$ cat src/rtl/mdu_pkg.sv
// mdu_pkg -- shared definitions for the EX-stage multiply/divide unit.
//
// Contents:
//   OP_*           op_code encodings accepted by exe_mdu
//   mdu_state_e    FSM state encoding (IDLE / RUN / DONE)
//   DIV0_QUOTIENT  quotient written to LO on divide by zero; sliced to XLEN
//                  by the user. HI on divide by zero is the raw dividend.
//   op_is_mul / op_is_div / op_is_signed  op_code classification helpers
package mdu_pkg;

  localparam logic [2:0] OP_MULT  = 3'd0;
  localparam logic [2:0] OP_MULTU = 3'd1;
  localparam logic [2:0] OP_DIV   = 3'd2;
  localparam logic [2:0] OP_DIVU  = 3'd3;
  localparam logic [2:0] OP_MTHI  = 3'd4;
  localparam logic [2:0] OP_MTLO  = 3'd5;
  localparam logic [2:0] OP_NOP   = 3'd6;  // 3'd7 also behaves as NOP

  typedef enum logic [1:0] {
    ST_IDLE = 2'd0,
    ST_RUN  = 2'd1,
    ST_DONE = 2'd2
  } mdu_state_e;

  // Divide-by-zero quotient: all ones at any XLEN up to 64.
  localparam logic [63:0] DIV0_QUOTIENT = '1;

  function automatic logic op_is_mul(input logic [2:0] op);
    return (op == OP_MULT) || (op == OP_MULTU);
  endfunction

  function automatic logic op_is_div(input logic [2:0] op);
    return (op == OP_DIV) || (op == OP_DIVU);
  endfunction

  function automatic logic op_is_signed(input logic [2:0] op);
    return (op == OP_MULT) || (op == OP_DIV);
  endfunction

endpackage

$ cat src/rtl/mdu_div_iter.sv
// mdu_div_iter -- unsigned restoring divide core, one quotient bit per step.
//
// Parameters:
//   XLEN       operand width
// Ports:
//   clk        rising-edge clock
//   reset      synchronous active-high reset
//   start      load dividend/divisor and clear the partial remainder
//   step       perform one restoring iteration at this edge
//   dividend   unsigned dividend (sampled on start)
//   divisor    unsigned divisor  (sampled on start)
//   quotient   quotient register value after the current step
//   remainder  remainder register value after the current step
//
// The outputs are the values the registers take at the coming edge when
// step is high. On the XLEN-th step they are the final quotient and
// remainder, so the owner can commit them at that same edge without waiting
// an extra cycle. Sign handling and divide-by-zero results live in the owner;
// with a zero divisor this core produces an all-ones quotient and a
// meaningless remainder.
module mdu_div_iter #(
  parameter int XLEN = 32
) (
  input  logic            clk,
  input  logic            reset,
  input  logic            start,
  input  logic            step,
  input  logic [XLEN-1:0] dividend,
  input  logic [XLEN-1:0] divisor,
  output logic [XLEN-1:0] quotient,
  output logic [XLEN-1:0] remainder
);

  logic [XLEN-1:0] quo;  // dividend bits shift out the top, quotient bits in
  logic [XLEN-1:0] rem;  // partial remainder
  logic [XLEN-1:0] dsr;  // latched divisor
  logic [XLEN:0]   shifted;
  logic            ge;

  // Bring the next dividend bit into the partial remainder; subtract the
  // divisor when it fits. When it fits the difference is below the divisor,
  // so modular XLEN-bit subtraction gives the exact result.
  assign shifted   = {rem, quo[XLEN-1]};
  assign ge        = (shifted >= {1'b0, dsr});
  assign quotient  = {quo[XLEN-2:0], ge};
  assign remainder = ge ? (shifted[XLEN-1:0] - dsr) : shifted[XLEN-1:0];

  always_ff @(posedge clk) begin
    if (reset) begin
      quo <= '0;
      rem <= '0;
      dsr <= '0;
    end else if (start) begin
      quo <= dividend;
      rem <= '0;
      dsr <= divisor;
    end else if (step) begin
      quo <= quotient;
      rem <= remainder;
    end
  end

endmodule

$ cat src/rtl/exe_mdu.sv
// exe_mdu -- EX-stage multiply/divide unit owning the architectural HI/LO.
//
// Parameters:
//   XLEN       operand/HI/LO width (even, 8..64)
//   CNT_W      iteration counter width (holds XLEN)
// Ports:
//   clk        rising-edge clock
//   reset      synchronous active-high reset
//   op_valid   operation request
//   op_ready   request can be accepted this cycle
//   op_code    0 MULT, 1 MULTU, 2 DIV, 3 DIVU, 4 MTHI, 5 MTLO, 6-7 NOP
//   op_src1    rs / dividend / multiplicand
//   op_src2    rt / divisor / multiplier
//   flush      exception/ERET cancel from MEM/WB
//   res_valid  one-cycle pulse: HI/LO now hold the completed result
//   busy       a multi-cycle operation is in flight (RUN or DONE)
//   hi, lo     architectural HI/LO registers
//   dbg_state  current FSM state, for observation only
//
// Configuration macro: EXE_MDU_FAST_MUL_EN
//   defined   -> MULT/MULTU complete in one cycle from a combinational product
//   undefined -> MULT/MULTU run the iterative shift-add path, same latency as
//                divide (XLEN+1 cycles from acceptance to res_valid)
//
// Handshake: a request is taken at a rising edge where op_valid && op_ready
// && !flush. op_ready is high only in IDLE and outside reset; op_valid may be
// held across busy cycles and is simply not taken until the unit is IDLE.
// Operands are captured at the accepting edge and never read again.
//
// Iterative timing: accepting edge loads the operands (cycle 0); RUN does one
// step per edge for XLEN edges; the last step commits HI/LO and moves to
// DONE, where res_valid is high; DONE always returns to IDLE.
module exe_mdu
  import mdu_pkg::*;
#(
  parameter int XLEN  = 32,
  parameter int CNT_W = $clog2(XLEN) + 1
) (
  input  logic            clk,
  input  logic            reset,
  input  logic            op_valid,
  output logic            op_ready,
  input  logic [2:0]      op_code,
  input  logic [XLEN-1:0] op_src1,
  input  logic [XLEN-1:0] op_src2,
  input  logic            flush,
  output logic            res_valid,
  output logic            busy,
  output logic [XLEN-1:0] hi,
  output logic [XLEN-1:0] lo,
  output mdu_state_e      dbg_state
);

`ifdef EXE_MDU_FAST_MUL_EN
  localparam bit FAST_MUL = 1'b1;
`else
  localparam bit FAST_MUL = 1'b0;
`endif

  mdu_state_e        state;
  logic [CNT_W-1:0]  cnt;

  // Operation context captured at acceptance.
  logic              run_mul;       // iterating a multiply (else a divide)
  logic              neg_main;      // negate quotient / product
  logic              neg_rem;       // negate remainder (sign of dividend)
  logic              div_zero;      // divisor was zero
  logic [XLEN-1:0]   dividend_raw;  // unmodified src1 for the div-by-zero HI

  // Shift-add multiplier state: mul_hi accumulates, mul_lo holds the
  // remaining multiplier bits and collects product bits from the top.
  logic [XLEN-1:0]   mcand;
  logic [XLEN-1:0]   mul_hi;
  logic [XLEN-1:0]   mul_lo;
  logic [XLEN:0]     mul_sum;
  logic [XLEN-1:0]   mul_hi_nxt;
  logic [XLEN-1:0]   mul_lo_nxt;

  logic              accept;
  logic              go_iter;
  logic              last_step;
  logic              src1_neg;
  logic              src2_neg;
  logic [XLEN-1:0]   mag1;
  logic [XLEN-1:0]   mag2;

  logic              div_start;
  logic              div_step;
  logic [XLEN-1:0]   quo_nxt;
  logic [XLEN-1:0]   rem_nxt;

  logic [2*XLEN-1:0] prod_mag;
  logic [2*XLEN-1:0] prod_fin;
  logic [XLEN-1:0]   quo_fin;
  logic [XLEN-1:0]   rem_fin;

  assign op_ready  = (state == ST_IDLE) && !reset;
  assign busy      = (state == ST_RUN) || (state == ST_DONE);
  assign dbg_state = state;

  assign accept  = op_valid && op_ready && !flush;
  assign go_iter = accept &&
                   (op_is_div(op_code) || (op_is_mul(op_code) && !FAST_MUL));

  // The XLEN-th RUN edge: counter goes from XLEN-1 to XLEN.
  assign last_step = (state == ST_RUN) && (cnt == CNT_W'(XLEN - 1));

  // Signed operations work on magnitudes. The most-negative value maps to
  // itself, which read as unsigned is its correct magnitude; this is also
  // why most-negative / -1 yields LO = most-negative, HI = 0 with no
  // special case.
  assign src1_neg = op_is_signed(op_code) && op_src1[XLEN-1];
  assign src2_neg = op_is_signed(op_code) && op_src2[XLEN-1];
  assign mag1     = src1_neg ? -op_src1 : op_src1;
  assign mag2     = src2_neg ? -op_src2 : op_src2;

  assign div_start = go_iter && op_is_div(op_code);
  assign div_step  = (state == ST_RUN) && !run_mul;

  mdu_div_iter #(
    .XLEN (XLEN)
  ) u_div_iter (
    .clk       (clk),
    .reset     (reset),
    .start     (div_start),
    .step      (div_step),
    .dividend  (mag1),
    .divisor   (mag2),
    .quotient  (quo_nxt),
    .remainder (rem_nxt)
  );

  // One shift-add step: conditionally add the multiplicand to the upper
  // half, then shift the whole 2*XLEN+1 value right by one.
  assign mul_sum    = {1'b0, mul_hi} + (mul_lo[0] ? {1'b0, mcand} : '0);
  assign mul_hi_nxt = mul_sum[XLEN:1];
  assign mul_lo_nxt = {mul_sum[0], mul_lo[XLEN-1:1]};

  // Final results, valid on the last step.
  assign prod_mag = {mul_hi_nxt, mul_lo_nxt};
  assign prod_fin = neg_main ? -prod_mag : prod_mag;
  assign quo_fin  = div_zero ? DIV0_QUOTIENT[XLEN-1:0]
                             : (neg_main ? -quo_nxt : quo_nxt);
  assign rem_fin  = div_zero ? dividend_raw
                             : (neg_rem ? -rem_nxt : rem_nxt);

`ifdef EXE_MDU_FAST_MUL_EN
  logic [2*XLEN-1:0] fast_ext1;
  logic [2*XLEN-1:0] fast_ext2;
  logic [2*XLEN-1:0] fast_prod;

  // Sign- or zero-extend to 2*XLEN; the low 2*XLEN bits of the product are
  // the exact signed or unsigned result.
  assign fast_ext1 = {{XLEN{src1_neg}}, op_src1};
  assign fast_ext2 = {{XLEN{src2_neg}}, op_src2};
  assign fast_prod = fast_ext1 * fast_ext2;
`endif

  always_ff @(posedge clk) begin
    if (reset) begin
      state        <= ST_IDLE;
      cnt          <= '0;
      hi           <= '0;
      lo           <= '0;
      res_valid    <= 1'b0;
      run_mul      <= 1'b0;
      neg_main     <= 1'b0;
      neg_rem      <= 1'b0;
      div_zero     <= 1'b0;
      dividend_raw <= '0;
      mcand        <= '0;
      mul_hi       <= '0;
      mul_lo       <= '0;
    end else begin
      res_valid <= 1'b0;
      case (state)
        ST_IDLE: begin
          if (accept) begin
            cnt <= '0;
            if (go_iter) begin
              state        <= ST_RUN;
              run_mul      <= op_is_mul(op_code);
              neg_main     <= src1_neg ^ src2_neg;
              neg_rem      <= src1_neg;
              div_zero     <= (op_src2 == '0);
              dividend_raw <= op_src1;
              mcand        <= mag1;
              mul_hi       <= '0;
              mul_lo       <= mag2;
            end else begin
              // Single-cycle ops commit at the accepting edge.
              case (op_code)
                OP_MTHI: hi <= op_src1;
                OP_MTLO: lo <= op_src1;
`ifdef EXE_MDU_FAST_MUL_EN
                OP_MULT, OP_MULTU: begin
                  hi <= fast_prod[2*XLEN-1:XLEN];
                  lo <= fast_prod[XLEN-1:0];
                end
`endif
                default: ;
              endcase
              res_valid <= 1'b1;
            end
          end
        end

        ST_RUN: begin
          if (flush) begin
            // Cancelled before the committing edge: HI/LO untouched.
            state <= ST_IDLE;
            cnt   <= '0;
          end else begin
            cnt <= cnt + CNT_W'(1);
            if (run_mul) begin
              mul_hi <= mul_hi_nxt;
              mul_lo <= mul_lo_nxt;
            end
            if (last_step) begin
              state     <= ST_DONE;
              res_valid <= 1'b1;
              if (run_mul) begin
                hi <= prod_fin[2*XLEN-1:XLEN];
                lo <= prod_fin[XLEN-1:0];
              end else begin
                hi <= rem_fin;
                lo <= quo_fin;
              end
            end
          end
        end

        ST_DONE: begin
          // HI/LO already committed; a flush here changes nothing.
          state <= ST_IDLE;
          cnt   <= '0;
        end

        default: begin
          state <= ST_IDLE;
          cnt   <= '0;
        end
      endcase
    end
  end

endmodule

$ cat config.mk
export PLATFORM = sky130hd
export DESIGN_NAME = exe_mdu
export DESIGN_NICKNAME = d
export VERILOG_FILES = /design/src/rtl/mdu_pkg.sv /design/src/rtl/mdu_div_iter.sv /design/src/rtl/exe_mdu.sv
export SDC_FILE = /design/constraint.sdc
export NUM_CORES = 1
export LEC_CHECK = 0
export CAP_MARGIN = 15
export CORE_ASPECT_RATIO = 0.75
export CORE_MARGIN = 1.5
export CORE_UTILIZATION = 38
export DETAILED_ROUTE_END_ITERATION = 16
export PLACE_DENSITY = 0.57
export SLEW_MARGIN = 30
export SYNTH_ARGS = -nofsm -noshare
export SYNTH_HDL_FRONTEND = slang
export SYNTH_SLANG_ARGS = --single-unit
$ cat constraint.sdc
create_clock -name clk -period 12.6 [get_ports clk]
set_clock_uncertainty 0.2 [all_clocks]
set_input_delay 2.52 -clock clk [delete_from_list [all_inputs] [get_ports clk]]
set_output_delay 2.52 -clock clk [all_outputs]
set_load 0.01 [all_outputs]
======== After elaboration in Yosys (flattened, before gate mapping) ========
Cells that the tools add are included.
cells by class
  divide/modulo/power cells ............... 0
  equality and inequality tests ........... 17
  bitwise operators ....................... 1
  magnitude comparators ................... 1
  reductions and logical operators ........ 28
  add/sub/neg operators ................... 8
  muxes and demuxes ....................... 48
  multipliers ............................. 0
  shifts and indexed selects .............. 0
operator list
  kind                 count
  $mux 32              30
  $pmux 32 s2          4
  $neg 32->32          4
  $mux 64              1
  $neg 64->64          1
  $add 32x32->33       1
  $ge 33x32->1         1
  $logic_not 32->1     1
  $sub 32x32->32       1
  $mux 6               2
  $ne 2x2->1 const B   6
  $pmux 6 s2           1
  $reduce_and 6->1     2
  $logic_and 1x1->1    9
  $mux 2               4
  $add 6x1->6 const B  1
  $eq 3x2->1 const B   2
  $eq 3x3->1 const B   2
  $eq 6x5->1 const B   1
  $reduce_and 3->1     2
  $logic_or 1x1->1     5
  $reduce_and 5->1     1
  $mux 1               4
  $ne 2x1->1 const B   2
  12 further kinds     15
storage, ports and cells
  output and inout bits ................... 69
  register bits ........................... 301
  input bits .............................. 71
  bits in writable memories ............... 0
  ROM bits ................................ 0
  bits in latches ......................... 0
  memories kept ........................... 0

======== Depth between registers and ports, before layout ========
  depth in word-level cells ............... 9
  mapped depth ............................ 21
  gate-level depth less buffers ........... 16

======== Hierarchy ========
Synthesis repeated with hierarchy kept, for this count alone.
second synthesis, totals
  cell total of the unflattened synthesis .. 2897
  area, all modules ....................... 21634.5 sq um
modules (own cells, without submodules)
  module        instances  seq. area each (sq um)  area each (sq um)  cells an instance
  exe_mdu       1          4083.9                  15272.1            2077
  mdu_div_iter  1          1921.8                  6362.4             820

======== Least setup slack after synthesis ========
Ideal clock, no wire load.
  path kind ............................... in2out
  from .................................... in reset
  to ...................................... out op_ready
  buffers on the path ..................... 1
  arrival time ............................ 2.943 ns
  slack ................................... 6.937 ns
  required time ........................... 9.880 ns
  stages .................................. 2
  cells stage by stage .................... clkbuf_1 -> nor2b_1
on the way
  cells in the longest elaborated chain, start to end .. 2
RTL lines
  what               line           source
  start, declared    exe_mdu.sv:40  input logic reset,
  $logic_not 1->1    exe_mdu.sv:97  assign op_ready = (state == ST_IDLE) && !reset;
  $logic_and 1x1->1  exe_mdu.sv:97
  end, declared      exe_mdu.sv:42  output logic op_ready,
No other way between the ends.

======== Worst setup path in the final report ========
Ends and elaborated chain as after synthesis.

==> results.toml <==
[synth]
async_reset_ff_frac = 0
synth_edf_count = 0
yosysUniqueCellTypes = 99
syn_area_um2 = 21500
synthCells = 2938
ys_ff_latch = 300
yosys_warnings = 0
synth_nets = 3083
ys_seq_area_frac = 0.280
avgSynthCellArea_um2 = 7.31
synth_ff_type = "dfxtp_1"

[hold_path]
hold_class = "reg2reg"
hold_end = "dividend_raw[21]"
min_path_cells = 2
hold_path.startpoint = "dividend_raw[21]"

[clocking]
ctsResizeCount = 0
clkTransAtPathRegs_ns = 0.06
clock-sinks = 300
tritoncts = "yes"
clk_path_buf_depth = 3
numCtsBuffers = 37
worst_skew_pair.late_latency_ns = 0.58
cts-root-buf = "clkbuf_16"
holdBufCountCts = 0
h-tree-depth = 2
post_cts_buffers = 0

[setup_path]
crit_path_start_kind = "primary input"
critPathBufInv = 2
critPathSlowestCell = "clkdlybuf4s50_1"
r2r_start = "u_div_iter.dsr[24]"
crit_path_max_fanout = 42
cp.arrival_ns = 3.58
cp_cell_sequence = "buf_6 > nor2b_1 > clkdlybuf4s50_1"
max_stage_delay_ns = 0.58
required_ns = 9.88
r2r.worst_path.cells = 15
timing_worst_setup_path_type = "in2out"
critPathTopFamily = "buffers and inverters"
worstSetupEndpointType = "output port"
reg2reg_slack_ns = 6.83
r2r-end = "hi[26]"

[pwr]
p_leak_nw = 8.77
powerDensity_nw_per_um2 = 126
peakVddDrop_mv = 0.0991

[layout]
drive_above_1_share = 0.0512
nNetsFinal = 3085
layout_commonest_cell = "nand2_1"
post-route-util = 0.440
area_delta_synth_final_pct = 14.4
layout_common_cells = "nand2_1 (410), dfxtp_1 (298), nor2_1 (278), a21oi_1 (226), o21ai_0 (225)"
diodes = 0

[floorplanning]
die_h_um = 209
die_x_um = 277
std_cell_rows = 75
die_area_um2 = 57900
initial_core_util = 0.384
core_um2 = 55800
io-pin-count = 140

[detailed_routing]
drc = 0
wl_per_cell_um = 24.4
postRouteAntennaNets = 0
vias = 22900
via_per_inst = 6.20
drt_first_iter_violations = 2816
firstDrtPassIters = 5
routed_wirelength_um = 90400

[outcome]
status = "completed"

[sta]
setup_ws_ns = 6.30
fmax_mhz = 159
fin_crit_sh = 0.500
slew_headroom = 0.284
hold_viol_final = 0
worst_slew_pin_slew_ns = 1.06
setup_viol = 0
slew_violations = 0
tns_ns = 0
finalCriticalPeriod_ns = 6.30
rsz0062_at_grt = "no"

[placement]
place_hpwl_um = 67400
port_buffers = 139
dp_slack_ns = 6.17
gp_congestion = 0.967

[global_routing]
grt_pass1_vias = 20700
grt_max_degree = 92
antenna_found_initial = 4
grt_pass1_wl_um = 134000
grt_overflow = 0
grt_use_total = 0.302

[run]
cap_violations = 0
[Yosys cell counts, types with 10 or more instances]
library cell	instances	share of area
nor3_1	82	0.019
nand4_1	24	0.0070
a311oi_1	23	0.0094
nand2b_1	20	0.0058
and2_1	57	0.017
and3_1	17	0.0050
a221oi_1	13	0.0053
nor2b_1	12	0.0035
o41ai_1	18	0.0073
or2_2	11	0.0032
nor4_1	33	0.0096
nand2_1	411	0.072
buf_1	15	0.0026
or4_1	16	0.0056
a21oi_1	228	0.053
a31oi_1	59	0.017
o31ai_1	40	0.014
o21a_1	16	0.0056
buf_2	13	0.0030
ha_1	72	0.042
a22oi_1	34	0.012
a211oi_1	75	0.026
a21o_1	25	0.0087
a211o_1	10	0.0041
dfxtp_1	300	0.28
nor2_1	280	0.049
xor2_1	81	0.033
or3_1	20	0.0058
xnor2_1	133	0.054
o211ai_1	36	0.013
mux2i_1	30	0.014
nand3_1	59	0.014
o21ai_0	225	0.052
clkbuf_1	177	0.031
o221ai_1	21	0.0086
inv_1	76	0.013
[through the flow]
step | instances | hold slack (ns) | power, W | cell area [um^2]
5_1_grt | 3699 | 0.268 | 0.00321 | 24500
6_report | 3699 | 0.255 | 0.00309 | 24500
3_3_place_gp | 3632 | 0.239 | 0.00193 | 23300
3_5_place_dp | 3632 | 0.245 | 0.00194 | 23300
4_1_cts | 3699 | 0.253 | 0.00307 | 24500
2_1_floorplan | 2938 | 0.231 | 0.00163 | 21500
[cells by family (layout without fill, tap and decap cells)]
kind of cell | after synthesis | count (layout) | share of synthesized area
compound gates | 931 | 931 | 0.282
xor+xnor | 214 | 214 | 0.0873
fa+ha+maj | 74 | 74 | 0.0438
buf+inv | 286 | 316 | 0.0512
flops | 300 | 300 | 0.280
mux | 36 | 36 | 0.0171
simple gates | 1097 | 1097 | 0.239
[sequential cells by signal, indices dropped and copies added (netlist names), 2 cells and up]
name,cells
cnt,6
lo,32
dividend_raw,32
hi,32
u_div_iter.quo,32
mcand,31
mul_lo,32
mul_hi,32
u_div_iter.rem,32
dbg_state,2
u_div_iter.dsr,32
[power breakdown]
| group | total, W | internal [W] | switching [W] |
|---|---|---|---|
| logic | 0.000951 | 0.000320 | 0.000631 |
| registers | 0.00100 | 0.000973 | 0.0000291 |
| clock network | 0.00114 | 0.000657 | 0.000480 |
[worst register-to-register path, cell delays in order (launching register included)]
cell	delay, ns
dfxtp_1	0.34
inv_1	0.12
ha_1	0.62
nand2_1	0.09
nor4_1	0.86
nand4b_1	0.23
o211a_1	0.33
nand3_2	0.15
buf_4	0.55
mux2i_1	0.41
ha_1	0.42
and2_1	0.37
nand3_1	0.23
mux2_2	0.33
nor4_1	0.30
a31o_1	0.14
[metal layers]
metal	part of all wire	GRT usage
met3	0.10	0.0600
met2	0.40	0.424
met4	0.025	0.0767
met1	0.47	0.461
met5	0	0
[how the worst max path moves through the flow]
| stage | slack, ns | cells past startpoint | startpoint | endpoint |
|---|---|---|---|---|
| detailed placement | 6.17 | 11 | op_src2[5] | mul_lo[29] |
| global placement | 6.14 | 11 | op_src2[5] | mul_lo[27] |
| finish | 6.30 | 3 | reset | op_ready |
| floorplan | 6.94 | 2 | reset | op_ready |
| global route | 6.27 | 3 | reset | op_ready |
| CTS | 6.31 | 3 | reset | op_ready |
[cell type report]
cell class	instances	area, um^2
clock buffer	48	1050
clock inverter	19	213
tap	731	915
inverter	78	293
fill	5703	31300
sequential	300	6010
multi-input combinational	2352	14400
timing repair buffer	171	1640
(Power assumes the default switching activity.)
